==> src/rtl/pipeline_stall_controller.sv <==
// Pipeline stall/flush controller for a 5-stage RISC-V core.
// Turns load-use, branch and memory-handshake conditions into per-stage
// write enables and bubble inserts, waits out slow data-memory accesses
// with a timeout into a sticky error state, and keeps saturating
// stall and flush counters.
module pipeline_stall_controller #(
  parameter int unsigned MEM_TIMEOUT = 16,
  parameter int unsigned CNT_WIDTH   = 32
) (
  input  logic                 clock,
  input  logic                 reset,
  input  logic                 nop,
  input  logic                 branchTaken,
  input  logic                 memReq,
  input  logic                 memReady,
  input  logic                 instrReady,
  output logic                 pcWrite,
  output logic                 IF_ID_write,
  output logic                 IF_ID_flush,
  output logic                 ID_EX_write,
  output logic                 ID_EX_flush,
  output logic                 EX_MEM_write,
  output logic                 MEM_WB_flush,
  output logic                 memError,
  output logic [1:0]           state,
  output logic [CNT_WIDTH-1:0] stallCycles,
  output logic [CNT_WIDTH-1:0] flushCount
);

  typedef enum logic [1:0] {
    S_RUN         = 2'b00,
    S_LOAD_BUBBLE = 2'b01,
    S_MEM_WAIT    = 2'b10,
    S_ERROR       = 2'b11
  } state_t;

  localparam int unsigned WAIT_W = $clog2(MEM_TIMEOUT) + 1;
  localparam logic [WAIT_W-1:0] WAIT_LAST = WAIT_W'(MEM_TIMEOUT - 1);

  state_t            cur_state;
  state_t            nxt_state;
  logic [WAIT_W-1:0] wait_cnt;
  logic [WAIT_W-1:0] wait_nxt;
  logic              freeze;
  logic              advance;
  logic              nop_ok;
  logic              branch_flush;

  assign state    = cur_state;
  assign memError = (cur_state == S_ERROR);

  // State and wait-counter register
  always_ff @(posedge clock or negedge reset) begin
    if (!reset) begin
      cur_state <= S_RUN;
      wait_cnt  <= '0;
    end else begin
      cur_state <= nxt_state;
      wait_cnt  <= wait_nxt;
    end
  end

  // Next-state decode and stage controls; freeze/advance flags pick the
  // shared priority chain so MEM_WAIT reuses the RUN rules on completion.
  always_comb begin
    pcWrite      = 1'b1;
    IF_ID_write  = 1'b1;
    IF_ID_flush  = 1'b0;
    ID_EX_write  = 1'b1;
    ID_EX_flush  = 1'b0;
    EX_MEM_write = 1'b1;
    MEM_WB_flush = 1'b0;
    nxt_state    = cur_state;
    wait_nxt     = wait_cnt;
    freeze       = 1'b0;
    advance      = 1'b0;
    nop_ok       = 1'b0;
    branch_flush = 1'b0;

    if (!reset) begin
      pcWrite      = 1'b0;
      IF_ID_write  = 1'b0;
      ID_EX_write  = 1'b0;
      EX_MEM_write = 1'b0;
      IF_ID_flush  = 1'b1;
      ID_EX_flush  = 1'b1;
      MEM_WB_flush = 1'b1;
    end else begin
      case (cur_state)
        S_ERROR: begin
          pcWrite      = 1'b0;
          IF_ID_write  = 1'b0;
          ID_EX_write  = 1'b0;
          EX_MEM_write = 1'b0;
        end
        S_MEM_WAIT: begin
          if (!memReady) begin
            freeze    = 1'b1;
            wait_nxt  = wait_cnt + 1'b1;
            nxt_state = (wait_cnt == WAIT_LAST) ? S_ERROR : S_MEM_WAIT;
          end else begin
            advance  = 1'b1;
            nop_ok   = 1'b1;
            wait_nxt = '0;
          end
        end
        default: begin
          if (memReq && !memReady) begin
            freeze    = 1'b1;
            nxt_state = S_MEM_WAIT;
            wait_nxt  = WAIT_W'(1);
          end else begin
            advance  = 1'b1;
            nop_ok   = (cur_state == S_RUN);
            wait_nxt = '0;
          end
        end
      endcase

      if (freeze) begin
        pcWrite      = 1'b0;
        IF_ID_write  = 1'b0;
        ID_EX_write  = 1'b0;
        EX_MEM_write = 1'b0;
        MEM_WB_flush = 1'b1;
      end else if (advance) begin
        nxt_state = S_RUN;
        if (branchTaken) begin
          IF_ID_flush  = 1'b1;
          ID_EX_flush  = 1'b1;
          branch_flush = 1'b1;
        end else if (nop && nop_ok) begin
          pcWrite     = 1'b0;
          IF_ID_write = 1'b0;
          ID_EX_flush = 1'b1;
          nxt_state   = S_LOAD_BUBBLE;
        end else if (!instrReady) begin
          pcWrite     = 1'b0;
          IF_ID_flush = 1'b1;
        end
      end
    end
  end

  // Saturating performance counters
  always_ff @(posedge clock or negedge reset) begin
    if (!reset) begin
      stallCycles <= '0;
      flushCount  <= '0;
    end else begin
      if (!pcWrite && (cur_state != S_ERROR) && (stallCycles != '1))
        stallCycles <= stallCycles + 1'b1;
      if (branch_flush && (flushCount != '1))
        flushCount <= flushCount + 1'b1;
    end
  end

endmodule

==> config.mk <==
export PLATFORM = sky130hd
export DESIGN_NAME = pipeline_stall_controller
export DESIGN_NICKNAME = d
export VERILOG_FILES = /design/src/rtl/pipeline_stall_controller.sv
export SDC_FILE = /design/constraint.sdc
export NUM_CORES = 1
export LEC_CHECK = 0
export ABC_CLOCK_PERIOD_IN_PS = 2900
export CORE_MARGIN = 2
export CORE_UTILIZATION = 66
export CTS_BUF_LIST = sky130_fd_sc_hd__clkbuf_8
export DETAILED_ROUTE_END_ITERATION = 8
export DONT_BUFFER_PORTS = 1
export PLACE_DENSITY = 0.9
export SLEW_MARGIN = 15
export SYNTH_ARGS = -nofsm -noshare
export SYNTH_HDL_FRONTEND = slang
export SYNTH_SLANG_ARGS = --single-unit
export TNS_END_PERCENT = 5
==> constraint.sdc <==
create_clock -name clock -period 2.9 [get_ports clock]
set_clock_uncertainty 0.15 [all_clocks]
set_input_delay 0.29 -clock clock [delete_from_list [all_inputs] [get_ports clock]]
set_output_delay 0.29 -clock clock [all_outputs]
set_load 0.005 [all_outputs]
# Word level (Yosys, flattened, before mapping)
# Cells that the tools add are included.
op_classes:
  reduce_logical: 9
  n_mux: 53
  n_eq_ne: 6
  bitwise_logic: 1
  add_sub_neg: 3
op_table:
  columns: ["op", "n"]
  rows:
  - ["32-bit by 1-bit adder with 32-bit output, second input constant", 2]
  - ["32-bit != test, second input constant", 2]
  - ["1-bit two-way mux", 43]
  - ["5-bit one-hot mux with 2 select lines", 1]
  - ["2-bit two-way mux", 4]
  - ["1-bit one-hot mux with 2 select lines", 3]
  - ["5-bit by 1-bit adder with 5-bit output, second input constant", 1]
  - ["5-bit by 4-bit == test with 1-bit output, second input constant", 1]
  - ["1-bit logical AND", 5]
  - ["5-bit two-way mux", 1]
  - ["2-bit == test, second input constant", 2]
  - ["2-bit one-hot mux with 2 select lines", 1]
  - ["1-bit zero test", 2]
  - ["2-bit zero test", 1]
  - ["2-bit != test, second input constant", 1]
  - ["2-bit AND reduction", 1]
  - ["1-bit inverter", 1]
word_totals:
  regBits: 71
  wordCells: 76
  output_inout_bits: 74

# Logic depth before layout (Yosys ltp)
# Gate-level depths: netlist of the first run.
logic_depth:
  word_depth: 14
  mapped_depth: 7
  ltp_nobuf: 6

# Least setup slack after synthesis of the first run
# Ideal clock, no wire load.
synth_timing:
  path_type: "reg2reg"
  from: "register stallCycles[2]"
  to: "register stallCycles[5]"
  arrival_ns: 1.941
  path_slack_ns: 0.671
  required_time_ns: 2.612
  path_stages_with_launch: 8
  path_cell_list: "dfrtp_1 -> nand3_2 -> or4_1 -> buf_2 -> nor4_4 -> buf_4 -> nor4_1 -> xor2_1"
synth_between:
  elab_chain_cells: 2
  elab_cells_between_ends: 3
synth_rtl:
  columns: ["element", "line", "text"]
  rows:
  - ["start: declaration", "26", "output logic [CNT_WIDTH-1:0] stallCycles,"]
  - ["start signal: assignment", "152", "stallCycles <= stallCycles + 1'b1;"]
  - ["branches (longest 2 deep; another with 32-bit by 1-bit adder with 32-bit output)", null, null]
# Parallel ways; which one is timed is not known.
# A chain may end at the register's enable or synchronous reset.

# Worst setup path in the final report of the first run
layout_timing:
  from: "register cur_state[1] (netlist: state[1])"
  to: "register flushCount[4]"
layout_between:
  elab_chain_cells: 7
  elab_cells_between_ends: 10
layout_rtl:
  columns: ["element", "line", "text"]
  rows:
  - ["start: declaration", "40", "state_t cur_state;"]
  - ["start signal: assignment", "58", "cur_state <= nxt_state;"]
  - ["2-bit == test", "89", "case (cur_state)"]
  - ["1-bit one-hot mux with 2 select lines", "89", null]
  - ["1-bit two-way mux", "80", "if (!reset) begin"]
  - ["1-bit two-way mux", "126", "end else if (advance) begin"]
  - ["1-bit two-way mux *", "120", "if (freeze) begin"]
  - ["1-bit two-way mux *", "80", null]
  - ["1-bit logical AND *", "153", "if (branch_flush && (flushCount != '1))"]
  - ["end signal: assignment", "154", "flushCount <= flushCount + 1'b1;"]
  - ["end: declaration", "27", "output logic [CNT_WIDTH-1:0] flushCount"]
# Mark *: on every way between the ends. The rest lies on a longest branch, timed or not. The select of a mux whose other input is x is not followed.

==> flow_metrics.env, run 1 <==
export IMPL_power_density_mw_per_mm2=660
export IMPL_cts_tree="done"
export IMPL_cts_clk_slew_worst_paths_ns=0.08
export IMPL_area_growth_pct=9.18
export IMPL_synth_edf_count=0
export IMPL_dpl_cell_area_sq_mm=0.00380
export IMPL_whs_path_depth=2
export IMPL_fillers=388
export IMPL_grt_max_degree=73
export IMPL_io_buffers=0
export IMPL_crit_type="reg2reg"
export IMPL_ys_warnings_count=0
export IMPL_finalSetupViolations=0
export IMPL_slew_violations=0
export IMPL_grt_pass1_wl_microns=13700
export IMPL_drive_above_1_share_pct=7.18
export IMPL_cts_sinks=71
export IMPL_peakVddDrop_v=0.000657
export IMPL_pin_count=81
export IMPL_syn_area_sq_mm=0.00375
export IMPL_worst_slew_pin_transition_ns=0.722
export IMPL_synth_avg_cell_area_sq_um=9.86
export IMPL_grt_overflow=0
export IMPL_r2r_start="state[1]"
export IMPL_report_final_hold_viol_count=0
export IMPL_final_nets=396
export IMPL_period_share_pct=85.5
export IMPL_start_util_pct=68.0
export IMPL_yosysMostFrequentCell="dfrtp_1"
export IMPL_r2r_end="flushCount[4]"
export IMPL_first_iter_violations=233
export IMPL_die_area_sq_mm=0.00629
export IMPL_grtUsageTotal_pct=28.5
export IMPL_antennaDiodeCount=0
export IMPL_vias=3019
export IMPL_yosys_most_used_dff="dfrtp_1"
export IMPL_clockBufferDepth=2
export IMPL_seq_area_frac_synth_pct=47.4
export IMPL_hpwl_microns=5720
export IMPL_synth_top_cell_area_share_pct=47.4
export IMPL_async_reset_ff_share_pct=100
export IMPL_drt_total_wl_microns=8340
export IMPL_drc=0
export IMPL_post_route_min_period_ns=2.48
export IMPL_cp_required_ns=3.02
export IMPL_max_freq_ghz=0.403
export IMPL_cts_hold_buf=4
export IMPL_antenna_found_initial=0
export IMPL_synth_area_leader_cell="dfrtp_1"
export IMPL_rr_worst_depth=6
export IMPL_die_w_microns=79.3
export IMPL_critical_path_peak_fanout=15
export IMPL_slew_limit_headroom_pct=51.5
export IMPL_firstDrtPassIters=5
export IMPL_gpl_final_weighted_congestion=0.874
export IMPL_die_h_microns=79.3
export IMPL_synth_commonest_cells="71 x dfrtp_1, 53 x xor2_1, 32 x nor3_1, 30 x nand2_1, 25 x nand4_1"
export IMPL_clkLatencyLatePin_ns=0.35
export IMPL_coreArea_sq_mm=0.00551
export IMPL_post_route_util_pct=74.3
export IMPL_hp_start="memReq"
export IMPL_p_leak_uw=0.00185
export IMPL_netlist_instances=380
export IMPL_rrSetupSlack_ns=0.42
export IMPL_cap_violations=0
export IMPL_rsz0062_at_grt="false"
export IMPL_postCtsSetupBuffers=0
export IMPL_outcome="complete, no violations"
export IMPL_ys_types=46
export IMPL_synth_area_top_cells="dfrtp_1 47%, xor2_1 12%, nor3_1 4.3%, nand4_1 4.2%, nand2_1 3.0%"
export IMPL_grt_pass1_vias=2818
export IMPL_row_count=27
export IMPL_end_kind="flip-flop"
export IMPL_cts_buffers=9
export IMPL_drtAntennaViolNets=0
export IMPL_cts_root_buf="clkbuf_8"
export IMPL_post_route_cell_area_sq_mm=0.00409
export IMPL_arrival_ns=2.60
export IMPL_syn_num_nets=391
export IMPL_hold_class="in2reg"
export IMPL_htreeDepth=3
export IMPL_post_cts_resized=0
export IMPL_fin_setup_tns_ns=0
export IMPL_ys_seq_elements=71
export IMPL_critPathLaunchType="flip-flop"
export IMPL_drt_vias_per_instance=6.53
export IMPL_min_to="state[1]"
export IMPL_routedWlPerCell_microns=18.0
==> cells in the final DEF (no fill, tap or decap), types with 5 or more instances in the layout <==
| master | netlist | layout |
|---|---|---|
| xnor2_1 | 7 | 7 |
| nand4_1 | 25 | 25 |
| o21ai_0 | 10 | 10 |
| nor4_1 | 11 | 11 |
| nand2_1 | 30 | 30 |
| dfrtp_1 | 71 | 71 |
| xor2_1 | 53 | 53 |
| nor3_1 | 32 | 32 |
| inv_1 | 6 | 6 |
| and4_1 | 9 | 9 |
| nor2_1 | 23 | 23 |
| nand3_1 | 21 | 21 |
| nor4b_1 | 5 | 5 |
| and3_1 | 8 | 8 |
| a21oi_1 | 7 | 7 |
| clkbuf_8 | 0 | 11 |
| nor2b_1 | 5 | 5 |
==> layer usage <==
metal,vias to the layer above,share of wire [%],track usage [%]
li1,1394,-,-
met1,1430,43,39.9
met2,166,46,41.2
met3,29,8.4,8.07
met4,0,2.9,13.6
met5,-,0,0
==> logic make-up after synthesis <==
| family | count (synthesis) | synth area share (%) |
|---|---|---|
| AND/OR/NAND/NOR | 191 | 28.8 |
| adder cells (fa/ha/maj) | 4 | 1.34 |
| XOR/XNOR | 60 | 14.0 |
| buffers and inverters | 20 | 2.24 |
| flip-flops | 71 | 47.4 |
| AO/OA/AOI/OAI | 30 | 5.04 |
| multiplexers | 4 | 1.17 |
==> registers in the layout, summed over array words and instances (netlist names) <==
signal and count:
flushCount 32, stallCycles 32, state 2, wait_cnt 5
==> area by class of cell <==
type,count,area (sq um),area share (%)
clock inverter,5,80.1,1.96
multi-input combinational,289,1890,46.1
timing repair buffer,7,80.1,1.96
tap,72,90.1,2.20
sequential,71,1780,43.4
clock buffer,11,151,3.70
inverter,7,26.3,0.642
==> worst max-delay path, stage by stage (launching register included) <==
cell      delay (ns)
dfrtp_1         0.57
nand2b_1        0.27
o22a_1          0.25
inv_2           0.20
nand2_1         0.17
nor4b_1         0.56
xor2_1          0.23
==> power by group <==
group	switching [uW]	leakage, uW	total [uW]	internal, uW
clock network	366	0.000112	895	529
registers	241	0.000918	1370	1130
logic	250	0.000819	433	183
==> worst max path at each step <==
| stage | start | to | slack [ns] | depth (start not counted) |
|---|---|---|---|---|
| after CTS | state[1] | flushCount[4] | 0.48 | 6 |
| after floorplan | stallCycles[2] | stallCycles[5] | 0.67 | 7 |
| after global placement | stallCycles[2] | stallCycles[1] | 0.61 | 6 |
| after detailed placement | state[1] | flushCount[4] | 0.47 | 6 |
| after global routing | state[1] | flushCount[4] | 0.25 | 6 |
| final | state[1] | flushCount[4] | 0.42 | 6 |
==> per-stage QoR <==
| step | hold WS [ns] | power, uW | worst slack (ns) | cells |
|---|---|---|---|---|
| after floorplan | -0.156 | 1670 | 0.671 | 380 |
| final | 0.00895 | 2700 | 0.421 | 462 |
| after detailed placement | -0.154 | 1790 | 0.472 | 442 |
| after CTS | 0.00551 | 2710 | 0.476 | 462 |
| after global routing | 0.0507 | 2840 | 0.249 | 462 |
| after global placement | -0.154 | 1760 | 0.609 | 442 |
Note: power is estimated with default switching activity, not from simulation.
==> run 2, diff against run 1 <==
Settings changed: CAP_MARGIN set to 20.
==> results of run 2 <==
The final DEF is identical to that of run 1; final timing and power are the same.
